==> config.mk <==
export PLATFORM = sky130hd
export DESIGN_NAME = counter_4bit_down_reload
export DESIGN_NICKNAME = d
export VERILOG_FILES = /design/src/rtl/counter_pkg.sv /design/src/rtl/counter_4bit_down_reload.sv
export SDC_FILE = /design/constraint.sdc
export NUM_CORES = 1
export LEC_CHECK = 0
export ABC_CLOCK_PERIOD_IN_PS = 1500
export BUFFER_PORTS_ARGS = -buffer_cell sky130_fd_sc_hd__buf_2
export CAP_MARGIN = 20
export CORE_AREA = 2 2 39 41
export DETAILED_ROUTE_END_ITERATION = 6
export DIE_AREA = 0 0 41 43
export PLACE_DENSITY = 0.72
export SETUP_SLACK_MARGIN = 0.3
export SYNTH_ARGS = -nofsm -noshare
export SYNTH_HDL_FRONTEND = slang
export SYNTH_SLANG_ARGS = --single-unit
==> constraint.sdc <==
create_clock -name clk -period 1.5 [get_ports clk]
set_input_delay 0.075 -clock clk [delete_from_list [all_inputs] [get_ports clk]]
set_output_delay 0.075 -clock clk [all_outputs]
set_load 0.1 [all_outputs]
==> src/rtl/counter_pkg.sv <==
// rtl/counter_pkg.sv - shared state type and default width for the reload down-counter
package counter_pkg;

  localparam int DEFAULT_WIDTH = 4;

  typedef enum logic [1:0] {
    IDLE = 2'd0,
    RUN  = 2'd1,
    DONE = 2'd2
  } state_t;

endpackage : counter_pkg

==> src/rtl/counter_4bit_down_reload.sv <==
// rtl/counter_4bit_down_reload.sv - loadable down-counter with one-shot/periodic terminal-count pulse
module counter_4bit_down_reload
  import counter_pkg::*;
#(
  parameter int WIDTH = DEFAULT_WIDTH
) (
  input  logic             clk,
  input  logic             rstn,
  input  logic             load,
  input  logic [WIDTH-1:0] load_val,
  input  logic             en,
  input  logic             auto_reload,
  output logic [WIDTH-1:0] q,
  output logic             tc,
  output logic             busy
);

  localparam logic [WIDTH-1:0] ONE  = WIDTH'(1);
  localparam logic [WIDTH-1:0] ZERO = '0;

  state_t           state_q, state_d;
  logic [WIDTH-1:0] cnt_q, cnt_d;
  logic [WIDTH-1:0] rl_q, rl_d;
  logic             tc_q, tc_d;
  logic             busy_q, busy_d;

  // Next-state: load restarts from any state; RUN counts down and either reloads or parks in DONE.
  always_comb begin
    state_d = state_q;
    cnt_d   = cnt_q;
    rl_d    = rl_q;
    tc_d    = 1'b0;

    if (load) begin
      // A load wins over en, so any terminal count due this cycle is dropped.
      rl_d    = load_val;
      cnt_d   = load_val;
      state_d = (load_val != ZERO) ? RUN : DONE;
    end else begin
      unique case (state_q)
        RUN: begin
          if (en) begin
            if (cnt_q > ONE) begin
              cnt_d = cnt_q - ONE;
            end else if (cnt_q == ONE) begin
              cnt_d   = ZERO;
              tc_d    = 1'b1;
              state_d = auto_reload ? RUN : DONE;
            end else begin
              // q==0 in RUN only follows a periodic terminal count: reload silently.
              cnt_d = rl_q;
            end
          end
        end
        DONE: begin
          cnt_d = ZERO;
        end
        default: begin
          cnt_d = cnt_q;
        end
      endcase
    end

    // busy comes from the next state so it is a plain flop output, aligned with state_q.
    busy_d = (state_d == RUN);
  end

  // Register file for state, count, reload value and the registered status outputs.
  always_ff @(posedge clk or negedge rstn) begin
    if (!rstn) begin
      state_q <= IDLE;
      cnt_q   <= ZERO;
      rl_q    <= ZERO;
      tc_q    <= 1'b0;
      busy_q  <= 1'b0;
    end else begin
      state_q <= state_d;
      cnt_q   <= cnt_d;
      rl_q    <= rl_d;
      tc_q    <= tc_d;
      busy_q  <= busy_d;
    end
  end

  assign q    = cnt_q;
  assign tc   = tc_q;
  assign busy = busy_q;

endmodule : counter_4bit_down_reload

==> flow_summary_export.csv <==
group,metric,value,unit
power_and_ir_drop,power.density,1602,mW/mm²
worst_setup_path,critPathRequiredTime,1.65,ns
timing,slew_headroom,67.90,%
routing,drt_iter0_markers,14,
clock_tree,htreeDepth,1,
logic_synthesis,synth_area_per_cell,8.952,µm²
timing,fin_hold_ws,0.06214,ns
worst_setup_path,critical_path.max_stage_delay,0.43,ns
clock_tree,clk_pin_slew_worst_paths,0.08,ns
die,rows,14,
worst_setup_path,worst-path-buf-inv,2,
logic_synthesis,syn-cell-area,635.6,µm²
logic_synthesis,ys_ff_latch,12,
cells_and_area,n_antenna_cell,0,
worst_setup_path,path_max_fanout,5,
logic_synthesis,yosys.cell_types.count,24,
worst_setup_path,slowest_stage,"dfrtp_4",
die,start_util,45.93,%
placement,placed_cells,100,
die,die_h,43,µm
cells_and_area,syn2layout_area_growth,43.11,%
logic_synthesis,synth.net_count,82,
clock_tree,cts-buffers-inserted,3,
timing,slew_violations,0,
timing,finalSetupViolations,0,
worst_setup_path,critPathLaunchType,"flop",
routing,antenna_left,0,
clock_tree,clkLatencyLatePin,0.27,ns
worst_setup_path,critPathKind,"reg2reg",
power_and_ir_drop,leakage,0.0003938,µW
clock_tree,cts_tree,"yes",
timing,rsz0062_at_grt,"true",
die,boundaryPins,15,
timing,fin_skew,0.003095,ns
routing,drt_pass1_iterations,4,
grt,grt_max_degree,16,
timing,fin_crit,1.400,ns
logic_synthesis,yosysSeqAreaShare,47.24,%
timing,fin_crit_sh,93.34,%
cells_and_area,fill_cells,113,
placement,routabilityCongestion,0.7307,
clock_tree,root_buffer,"clkbuf_4",
cells_and_area,fin_util,65.73,%
run,max-cap-violations,0,
worst_setup_path,arrival,1.55,ns
power_and_ir_drop,vdd_drop_max,773.5,µV
cells_and_area,nets,105,
outcome,status,"complete, no violations",
clock_tree,cts_buffer_depth,2,
timing,max_slew.worst_pin.slew,0.4848,ns
placement,hpwlAfterDp,994.4,µm
grt,grtUsageTotal,19.20,%
worst_setup_path,endpoint_kind,"flop",
min_path,hold_class,"in2reg",
worst_setup_path,crit_chain,"inv_4, buf_4, ha_4, nor2_2, o21ai_0, o211ai_1, a31oi_1",
power_and_ir_drop,total_power,1457,µW
grt,first_global_vias,500,
timing,fmax,714.3,MHz
grt,antenna_found_initial,0,
routing,via_per_inst,5.330,
placement,io_buffer_count,14,
die,die_w,41,µm
grt,grt_overflow,0,
routing,vias,581,
die,core-area,0.001384,mm²
cells_and_area,final_cells,109,
timing,hold_viol,0,
routing,drt_wl_total,1372,µm
grt,grt_pass1_wl,2173,µm
logic_synthesis,synthCells,71,
routing,drc,0,
clock_tree,clock-sinks,12,
routing,wl_per_cell,12.59,µm
worst_setup_path,cp_top_family,"flip-flops",
die,die_area,0.001763,mm²
cells_and_area,drive_gt1_share,39.78,%
logic_synthesis,synth_warnings,0,
[sequential cells by signal, summed over array words and instances (netlist names)]
register  flops
busy          1
q             4
rl_q          4
state_q       2
tc            1
[logic make-up (layout without fill, tap and decap cells)]
logic type / after synthesis / in the layout / synth area share, %
fa+ha+maj: 2 / 2 / 3.936
simple gates: 26 / 26 / 21.06
compound gates: 23 / 23 / 23.03
flops: 12 / 12 / 47.24
buf+inv: 8 / 30 / 4.725
[routing by layer]
| layer | part of all wire (%) | vias to the layer above | global-route usage (%) |
|---|---|---|---|
| met5 | 0 | - | 0 |
| met1 | 47 | 272 | 25.51 |
| met2 | 48 | 13 | 26.88 |
| li1 | - | 294 | - |
| met4 | 1.1 | 0 | 12.00 |
| met3 | 3.5 | 2 | 4.712 |
[worst register-to-register path: cells and delay by family (launching register included)]
kind / cells / cell delay (ns)
adders and majority gates: 1 / 0.17
DFF: 1 / 0.43
AOI/OAI and AO/OA: 3 / 0.39
buffers and inverters: 2 / 0.17
and+or+nand+nor: 1 / 0.12
[where the power goes]
group | switching, µW | internal, µW | total (µW)
clock | 106 | 147 | 253
sequential | 66.2 | 396 | 462
combinational | 499 | 243 | 742
[Yosys cell counts]
| cell | number | area, µm² |
|---|---|---|
| a211o_1 | 1 | 8.760 |
| nor2_1 | 7 | 26.28 |
| inv_1 | 7 | 26.28 |
| nand2b_1 | 1 | 6.260 |
| nor2b_1 | 2 | 12.51 |
| dfrtp_1 | 12 | 300.3 |
| a21oi_1 | 2 | 10.01 |
| nand2_1 | 8 | 30.03 |
| a31oi_1 | 4 | 25.02 |
| nor3_1 | 1 | 5.000 |
| or2_1 | 1 | 6.260 |
| o21bai_1 | 1 | 7.510 |
| nor4_1 | 2 | 12.51 |
| ha_1 | 2 | 25.02 |
| and2_1 | 1 | 6.260 |
| o211ai_1 | 3 | 22.52 |
| o21ai_1 | 1 | 5.000 |
| clkbuf_1 | 1 | 3.750 |
| nor4_2 | 1 | 12.51 |
| o21ai_0 | 9 | 45.04 |
| a221oi_2 | 1 | 15.01 |
| nor3b_1 | 1 | 7.510 |
| and3b_1 | 1 | 8.760 |
| o21a_1 | 1 | 7.510 |
[cells in the final DEF (no fill, tap or decap), drive strengths merged, types with 2 or more instances in the layout]
| cell | synthesis | routed |
|---|---|---|
| a21oi | 2 | 2 |
| a31oi | 4 | 4 |
| buf | 0 | 18 |
| clkbuf | 1 | 4 |
| dfrtp | 12 | 12 |
| ha | 2 | 2 |
| inv | 7 | 7 |
| nand2 | 8 | 8 |
| nor2 | 7 | 7 |
| nor2b | 2 | 2 |
| nor4 | 3 | 3 |
| o211ai | 3 | 3 |
| o21ai | 10 | 10 |
[final timing paths]
kind                                           from                  end  slack, ns  cells after the start
worst max register to register     q[1]$_DFFE_PN0P_     q[3]$_DFFE_PN0P_        0.1                      7
worst max-delay path               q[1]$_DFFE_PN0P_     q[3]$_DFFE_PN0P_        0.1                      7
min in group asynchronous                      rstn  rl_q[1]$_DFFE_PN0P_       0.21                      2
worst min register to register  rl_q[0]$_DFFE_PN0P_  rl_q[0]$_DFFE_PN0P_       0.53                      2
max in group asynchronous                      rstn     q[1]$_DFFE_PN0P_       1.05                      2
worst min-delay path                    load_val[0]  rl_q[0]$_DFFE_PN0P_       0.06                      3
[area by class of cell]
| cell class | instances | area (µm²) | share of cell area (%) |
|---|---|---|---|
| repair buffers | 19 | 125.1 | 13.76 |
| clock buffers | 4 | 36.28 | 3.989 |
| well taps | 16 | 20.02 | 2.201 |
| multi-input cells | 51 | 382.9 | 42.09 |
| inverters | 7 | 28.78 | 3.164 |
| flip-flops and latches | 12 | 316.6 | 34.80 |
[metrics by stage]
| step | TNS, ns | instance area, µm² | setup slack (ns) |
|---|---|---|---|
| after floorplan | -0.1363 | 681.9 | -0.03443 |
| after global placement | 0 | 768.2 | 0.06945 |
| after detailed placement | 0 | 768.2 | 0.03787 |
| after CTS | 0 | 885.9 | 0.09736 |
| after global routing | 0 | 909.6 | 0.01521 |
| final | 0 | 909.6 | 0.09996 |
[repair_timing]
action / CTS / global route
hold buffers: 1 / 0
setup buffers: 4 / 0
gates resized for setup: 12 / 5
pin swaps: 7 / 5
hold endpoints to repair: 12 / 0
setup endpoints to repair: 11 / 10
Power figures use the tool's default switching activity.
